--- src/rtl/fetch_seq_pkg.sv ---
// Shared definitions for the Forth fetch/sequence controller: opcode bytes,
// controller state encoding and the inline-operand length rule.
package fetch_seq_pkg;

    localparam logic [7:0] OP_NOP   = 8'h00;
    localparam logic [7:0] OP_DOLIT = 8'h02;
    localparam logic [7:0] OP_BRAN  = 8'h06;
    localparam logic [7:0] OP_ZBRAN = 8'h07;
    localparam logic [7:0] OP_EXIT  = 8'h0F;

    typedef enum logic [2:0] {
        S_IDLE,
        S_FETCH,
        S_DEC,
        S_ARG_RD,
        S_ARG_CAP,
        S_ISSUE
    } fseq_state_e;

    // Number of inline operand bytes that follow an opcode in memory.
    function automatic logic [2:0] arg_len(input logic [7:0] opcode);
        case (opcode)
            OP_DOLIT:          return 3'd4;
            OP_BRAN, OP_ZBRAN: return 3'd2;
            default:           return 3'd0;
        endcase
    endfunction

endpackage

--- src/rtl/fetch_seq.sv ---
// Instruction fetch/sequence controller. Walks byte-wide opcode memory,
// gathers little-endian inline operands, offers one op at a time to exec
// and resolves branch / 0branch / exit locally.
module fetch_seq
    import fetch_seq_pkg::*;
#(
    parameter int DSZ = 32,
    parameter int ASZ = 17,
    parameter int TSZ = 16
) (
    input  logic           clk,
    input  logic           rst,
    input  logic           start,
    input  logic           stop,
    input  logic [ASZ-1:0] ip0,
    output logic           mem_re,
    output logic [ASZ-1:0] mem_addr,
    input  logic [7:0]     mem_rdata,
    output logic           op_valid,
    input  logic           op_ready,
    output logic [7:0]     op_code,
    output logic [DSZ-1:0] op_arg,
    output logic [ASZ-1:0] op_ip,
    input  logic           zflag,
    output logic           busy,
    output logic           done
);

    fseq_state_e    state, nxt;
    logic [ASZ-1:0] ip;
    logic [2:0]     cnt;
    logic [2:0]     byte_idx;
    logic [ASZ-1:0] target;
    logic           hshake;

    // Operand bytes arrive in ascending address order, so the first one
    // captured lands in byte 0 of op_arg.
    assign byte_idx = arg_len(op_code) - cnt;
    assign target   = ASZ'(op_arg[TSZ-1:0]);
    assign hshake   = (state == S_ISSUE) && op_ready;

    // State register.
    always_ff @(posedge clk or negedge rst) begin
        if (!rst) state <= S_IDLE;
        else      state <= nxt;
    end

    // Next-state selection and the state-decoded outputs.
    always_comb begin
        nxt      = state;
        mem_re   = 1'b0;
        mem_addr = '0;
        op_valid = 1'b0;
        busy     = (state != S_IDLE);
        done     = 1'b0;
        case (state)
            S_IDLE:    if (start) nxt = S_FETCH;
            S_FETCH: begin
                mem_re   = 1'b1;
                mem_addr = ip;
                nxt      = S_DEC;
            end
            S_DEC:     nxt = (arg_len(mem_rdata) == 3'd0) ? S_ISSUE : S_ARG_RD;
            S_ARG_RD: begin
                mem_re   = 1'b1;
                mem_addr = ip;
                nxt      = S_ARG_CAP;
            end
            // cnt still holds the pre-decrement count here.
            S_ARG_CAP: nxt = (cnt > 3'd1) ? S_ARG_RD : S_ISSUE;
            S_ISSUE: begin
                op_valid = 1'b1;
                if (op_ready) begin
                    if (op_code == OP_EXIT) begin
                        nxt  = S_IDLE;
                        done = 1'b1;
                    end else begin
                        nxt = S_FETCH;
                    end
                end
            end
            default:   nxt = S_IDLE;
        endcase
        // Abort wins over everything else, including a same-cycle handshake.
        if (stop && (state != S_IDLE)) begin
            nxt  = S_IDLE;
            done = 1'b1;
        end
    end

    // Instruction pointer, operand counter and the presented op fields.
    always_ff @(posedge clk or negedge rst) begin
        if (!rst) begin
            ip      <= '0;
            cnt     <= '0;
            op_code <= '0;
            op_arg  <= '0;
            op_ip   <= '0;
        end else begin
            case (state)
                S_IDLE: if (start) ip <= ip0;
                S_FETCH: begin
                    op_ip <= ip;
                    ip    <= ip + ASZ'(1);
                end
                S_DEC: begin
                    op_code <= mem_rdata;
                    op_arg  <= '0;
                    cnt     <= arg_len(mem_rdata);
                end
                S_ARG_RD:  ip <= ip + ASZ'(1);
                S_ARG_CAP: begin
                    op_arg <= op_arg | (DSZ'(mem_rdata) << {byte_idx, 3'b000});
                    cnt    <= cnt - 3'd1;
                end
                S_ISSUE: begin
                    // A not-taken 0branch leaves ip just past its operand.
                    if (hshake && !stop &&
                        ((op_code == OP_BRAN) || ((op_code == OP_ZBRAN) && zflag)))
                        ip <= target;
                end
                default: ;
            endcase
        end
    end

endmodule

--- config.mk ---
export PLATFORM = sky130hd
export DESIGN_NAME = fetch_seq
export DESIGN_NICKNAME = d
export VERILOG_FILES = /design/src/rtl/fetch_seq_pkg.sv /design/src/rtl/fetch_seq.sv
export SDC_FILE = /design/constraint.sdc
export NUM_CORES = 1
export LEC_CHECK = 0
export BUFFER_PORTS_ARGS = -buffer_cell sky130_fd_sc_hd__buf_2
export CAP_MARGIN = 10
export CORE_UTILIZATION = 45
export CTS_CLUSTER_DIAMETER = 40
export CTS_CLUSTER_SIZE = 20
export DETAILED_ROUTE_END_ITERATION = 10
export PLACE_DENSITY = 0.7
export SLEW_MARGIN = 15
export SYNTH_ARGS = -nofsm -noshare
export SYNTH_HDL_FRONTEND = slang
export SYNTH_SLANG_ARGS = --single-unit
--- constraint.sdc ---
create_clock -name clk -period 3.2 [get_ports clk]
set_input_delay 0.16 -clock clk [delete_from_list [all_inputs] [get_ports clk]]
set_output_delay 0.16 -clock clk [all_outputs]
set_load 0.03 [all_outputs]
==> metrics.txt, run 1 <==
period utilization=77.0%; Max Slew Vio Count=0; drt initial violations=223; ANT cells=0; initial antenna violation count=0; status=complete, but fails checks; ratio of cells with drive above 1 in the final layout=36.7%; Detailed Place HPWL=7.55 mm; Synth Area in Compound Gates=21.6%; Worst Skew=0.00877 ns; setup ws final=0.736 ns; die height=97.2 µm; failing checks=negative hold slack; max cap viols=0; gr usage total=24.0%; synthesized instance count=367; input/output buffers=108; Slew @ Worst Pin=0.994 ns; dpl ws=0.752 ns; ys flop type=dfrtp_1; crit start category=register; DR WL/cell=18.3 µm; Synth Area in XOR/XNOR=0.798%; FFs w/ async S/R, synth=100%; Cell Area, Synth=4080 µm²; worst hold margin=-0.0209 ns; post-CTS sizing=0; main combinational cell family by area after synthesis=compound AO/OA/AOI/OAI gates; Worst EP required=3.48 ns; placer's final routability congestion estimate=0.831; first-pass GRT wire length=18.0 mm; flops & latches, synth=80; commonest non-fill, non-tap cell in the layout=buf_2; Overflow after GRT=0; CTS tree=done; critical path type=reg -> reg; Sink Count=80; worst-skew pair later-pin latency=0.35 ns; Pre-antenna DRT Iters=5; number of synthesized flops with an enable pin=0; Final ANT Viol Nets=0; minimum clock period=2.46 ns; Final Setup Violations=0; library cells used by synthesis=59; post-CTS setup buffer count=0; sequential element share of the synthesized area=49.1%; final instance area=4900 µm²; syn_area_per_cell=11.1 µm²; slew margin rel.=33.8%; clk slew on worst S/H paths=0.08 ns; die area=9440 µm²; Final nets=505; fraction of the mapped netlist area in adder cells=1.60%; CTS max path bufs=2; via count=3398; row cnt=34; Setup TNS=0 ns; Power Density=1160 nW/µm²; I/O pin count=109; P_leak=0.00235 µW; fill count=763; root buf cell=clkbuf_8; Reg2Reg Launch Point=op_code[3]; Starting Density=46.5%; pin count of the biggest net entering global routing=81; CP endpoint kind=register; Setup crit start=op_code[3]; multiplexer share of the synthesized area=7.15%; commonest cells after routing, fill and taps aside=107 x buf_2, 80 x dfrtp_1, 43 x a22o_1, 25 x mux2_2, 25 x o21ai_0; final core occ=55.9%; core box area=8760 µm²; RSZ-0062 raised after global routing=no; HP Class=in -> async; Max Clk Rate=406 MHz; CTS H-tree lvls=3; fraction of the mapped netlist area in simple logic gates=15.6%; Peak supply drop=590 µV; Remaining DRCs=0; Crit path arrival time=2.74 ns; Yosys Warn Count=0; number of global-route vias before repair=3462; crit path max fanout=8; hold_buf cts=0; CTS Buf Count=9; Avg Vias per Cell=5.84; Post-Route WL=10.6 mm; Die W=97.2 µm; area growth from synthesis to layout=20.3%; Final Hold Fails=30; Cell Area, Placed=4680 µm²; Net Count, Synth=402
==> synth_stat cells (3+ instances only) <==
library cell   n  area [µm²]
clkbuf_1       8        30.0
a22oi_1       10        75.1
nor4_1         3        18.8
o22ai_1        5        31.3
dfrtp_1       80        2000
buf_2          7        35.0
a221oi_1       5        43.8
o211ai_1       3        22.5
nand3_1        8        40.0
o21ai_0       25         125
nor2b_1        4        25.0
o31a_1         3        26.3
a21oi_1        8        40.0
nor2_2         3        18.8
nor2_1        24        90.1
a22o_1        43         377
o21ai_1        3        15.0
and2_1        12        75.1
inv_1         11        41.3
nand4_1        5        31.3
mux2_2        25         282
nand2_1       16        60.1
nor4b_4        4        95.1
nor3_1         4        20.0
nor4b_1        3        26.3
==> per-layer routing <==
layer	GRT usage [%]	vias up	wire (µm)
li1	-	1586	-
met1	32.7	1664	4800
met2	37.6	134	5040
met3	6.55	14	660
met4	6.66	0	147
met5	0	-	0
==> logic make-up after synthesis <==
kind of cell	Yosys count
AO/OA/AOI/OAI	119
XOR/XNOR	2
adder cells (fa/ha/maj)	4
buffers and inverters	35
flip-flops	80
multiplexers	26
AND/OR/NAND/NOR	101
==> registers in the layout, indices dropped and copies added (netlist names) <==
name / count
state: 3
op_code: 8
cnt: 3
op_ip: 17
op_arg: 32
ip: 17
==> worst max-delay path, cell delays in order, from the launching register on <==
cell and delay (ns):
dfrtp_1 0.43, nor4b_1 0.41, nand2_1 0.16, inv_1 0.09, fa_1 0.22, xnor2_2 0.14
xnor2_2 0.20, nor4b_4 0.53, a22o_1 0.23
==> final cells by class <==
cell class | count | area (µm²) | area share, %
clock inverters | 3 | 65.1 | 1.33
multi-input cells | 252 | 1910 | 38.9
repair buffers | 114 | 588 | 12.0
flip-flops and latches | 80 | 2000 | 40.8
clock buffers | 12 | 155 | 3.17
inverters | 13 | 48.8 | 0.996
well taps | 108 | 135 | 2.76
==> path summary, 6_finish.rpt <==
kind,to,slack [ns],cells past startpoint
hold reg to reg,op_ip[11],0.50,1
setup / recovery,op_arg[29],0.74,8
setup reg to reg,op_arg[29],0.74,8
max in group asynchronous,op_arg[27],2.59,1
min in group clk,ip[1],0.13,3
hold / removal,op_ip[1],-0.02,1
==> metrics by stage <==
stage,std cells,total power (µW)
6_report,582,5700
5_1_grt,582,6090
4_1_cts,582,5720
3_5_place_dp,567,4890
3_3_place_gp,567,4820
2_1_floorplan,367,4090
==> power breakdown <==
| part | switching (µW) | total (µW) | internal, µW |
|---|---|---|---|
| Sequential | 433 | 1860 | 1430 |
| Clock | 352 | 829 | 477 |
| Combinational | 1910 | 3010 | 1090 |
(Power assumes the default switching activity.)
==> run 2: changes to the inputs <==
==> constraint.sdc (replaced) <==
create_clock -name clk -period 2.5 [get_ports clk]
set_input_delay 0.125 -clock clk [delete_from_list [all_inputs] [get_ports clk]]
set_output_delay 0.125 -clock clk [all_outputs]
set_load 0.03 [all_outputs]
==> metrics.txt, run 2 (same netlist as run 1, synthesis figures left out) <==
Clk pwr share=11.9%; Avg Vias per Cell=5.87; input/output buffers=108; fill count=781; NetSw=3520 µW; delay-heaviest family, CP=simple AND/OR/NAND/NOR gates; Flop pwr share=33.2%; Cell Chain, Critical Path=nor4b_2 -> nand2_1 -> inv_1 -> fa_1 -> xnor2_2 -> xnor2_4 -> nor4b_4 -> a22o_1; crit path max fanout=8; die height=97.2 µm; RSZ-0062 raised after global routing=no; worst hold margin=0.0734 ns; first-pass GRT wire length=17.6 mm; Remaining DRCs=0; DR WL/cell=18.3 µm; max reg flops=32; via count=3468; CTS max path bufs=2; CTS H-tree lvls=3; Pre-antenna DRT Iters=5; R2R depth=8; end point of the critical path=op_arg[0]; die area=9440 µm²; ANT cells=0; WP depth=8; row cnt=34; gr usage total=23.7%; number of global-route vias before repair=3357; initial antenna violation count=0; critical hold path startpoint=ip0[1]; final core occ=56.3%; Final Setup Violations=0; root buf cell=clkbuf_8; CTS tree=done; CP endpoint kind=register; minimum clock period=2.37 ns; Crit path arrival time=2.66 ns; Cell Int Power=3670 µW; Peak supply drop=767 µV; Max Slew Vio Count=0; Power Density=1460 nW/µm²; combinational share of power=54.9%; Net Sw Frac=48.9%; Worst EP required=2.79 ns; crit start category=register; I/O pin count=109; worst-skew pair later-pin latency=0.36 ns; Worst Skew=0.00750 ns; CTS Buf Count=9; status=complete, no violations; Sink Count=80; Max Clk Rate=423 MHz; CP max stage cell=nor4b_4; R2R setup slack=0.13 ns; critical path type=reg -> reg; CP peak stage delay=0.49 ns; Detailed Place HPWL=7.57 mm; biggest regs=op_arg (32), ip (17), op_ip (17); commonest cells after routing, fill and taps aside=107 x buf_2, 80 x dfrtp_1, 43 x a22o_1, 25 x mux2_2, 25 x o21ai_0; drt initial violations=241; Setup crit start=op_code[2]; max cap viols=0; core box area=8760 µm²; RR Endpoint=op_arg[0]; Die W=97.2 µm; Starting Density=46.5%; HP Class=in -> reg; Final nets=513; Setup TNS=0 ns; Biggest register=op_arg; pin count of the biggest net entering global routing=81; Final ANT Viol Nets=0; commonest non-fill, non-tap cell in the layout=buf_2; Post-Route WL=10.8 mm; placer's final routability congestion estimate=0.848; period utilization=94.7%; clk slew on worst S/H paths=0.08 ns; CP bufs+invs=1; Final Hold Fails=0; ratio of cells with drive above 1 in the final layout=37.9%; Overflow after GRT=0; P_leak=0.00236 µW; Slew @ Worst Pin=1.01 ns; slew margin rel.=32.6%; area growth from synthesis to layout=21.1%; Reg2Reg Launch Point=op_code[2]; Total Power=7190 µW
[run 2: worst min-delay path by stage]
stage / end / slack (ns) / cells past startpoint
finish: ip[1] / 0.07 / 3
global route: ip[1] / 0.07 / 3
CTS: ip[1] / 0.06 / 3
detailed placement: op_ip[0] / 0.35 / 1
global placement: op_ip[1] / 0.35 / 1
floorplan: cnt[0] / -0.17 / 0
[run 2: layer usage]
metal / part of all wire (%) / track usage, %
met1: 43 / 32.0
met2: 47 / 35.6
met3: 7.9 / 7.27
met4: 2.4 / 9.41
met5: 0 / 0
[run 2: area by class of cell]
| class | instances | area, µm² | area share, % |
|---|---|---|---|
| clock buffers | 11 | 141 | 2.87 |
| clock inverters | 5 | 32.5 | 0.659 |
| inverters | 13 | 48.8 | 0.989 |
| multi-input cells | 252 | 1920 | 39.0 |
| flip-flops and latches | 80 | 2000 | 40.6 |
| well taps | 108 | 135 | 2.74 |
| repair buffers | 122 | 651 | 13.2 |
[run 2: metrics by stage]
stage / area [µm²] / setup slack [ns] / instances
floorplan: 4080 / 0.175 / 367
global placement: 4720 / 0.192 / 572
detailed placement: 4720 / 0.128 / 572
CTS: 4900 / 0.0967 / 589
global route: 4930 / 0.00803 / 591
finish: 4930 / 0.133 / 591
[run 2: power by group through the flow]
| stage | clock (µW) | sequential, µW | combinational [µW] |
|---|---|---|---|
| after floorplan | 0 | 2920 | 2310 |
| after global placement | 0 | 2380 | 3840 |
| after detailed placement | 0 | 2390 | 3920 |
| after CTS | 887 | 2370 | 3920 |
| after global routing | 947 | 2470 | 4240 |
| final | 856 | 2390 | 3940 |
[run 2: what timing repair did]
action,4_1_cts,5_1_grt
setup endpoints to repair,0,32
resized for setup,0,2
endpoints found under the hold margin,80,0
hold buffers,1,0
buffers inserted,0,2
[run 2: worst reg2reg max path: stages (launching register included)]
cell,delay (ns)
dfrtp_1,0.42
nor4b_2,0.18
nand2_1,0.10
inv_1,0.06
fa_1,0.40
xnor2_2,0.27
xnor2_4,0.18
nor4b_4,0.50
a22o_1,0.20
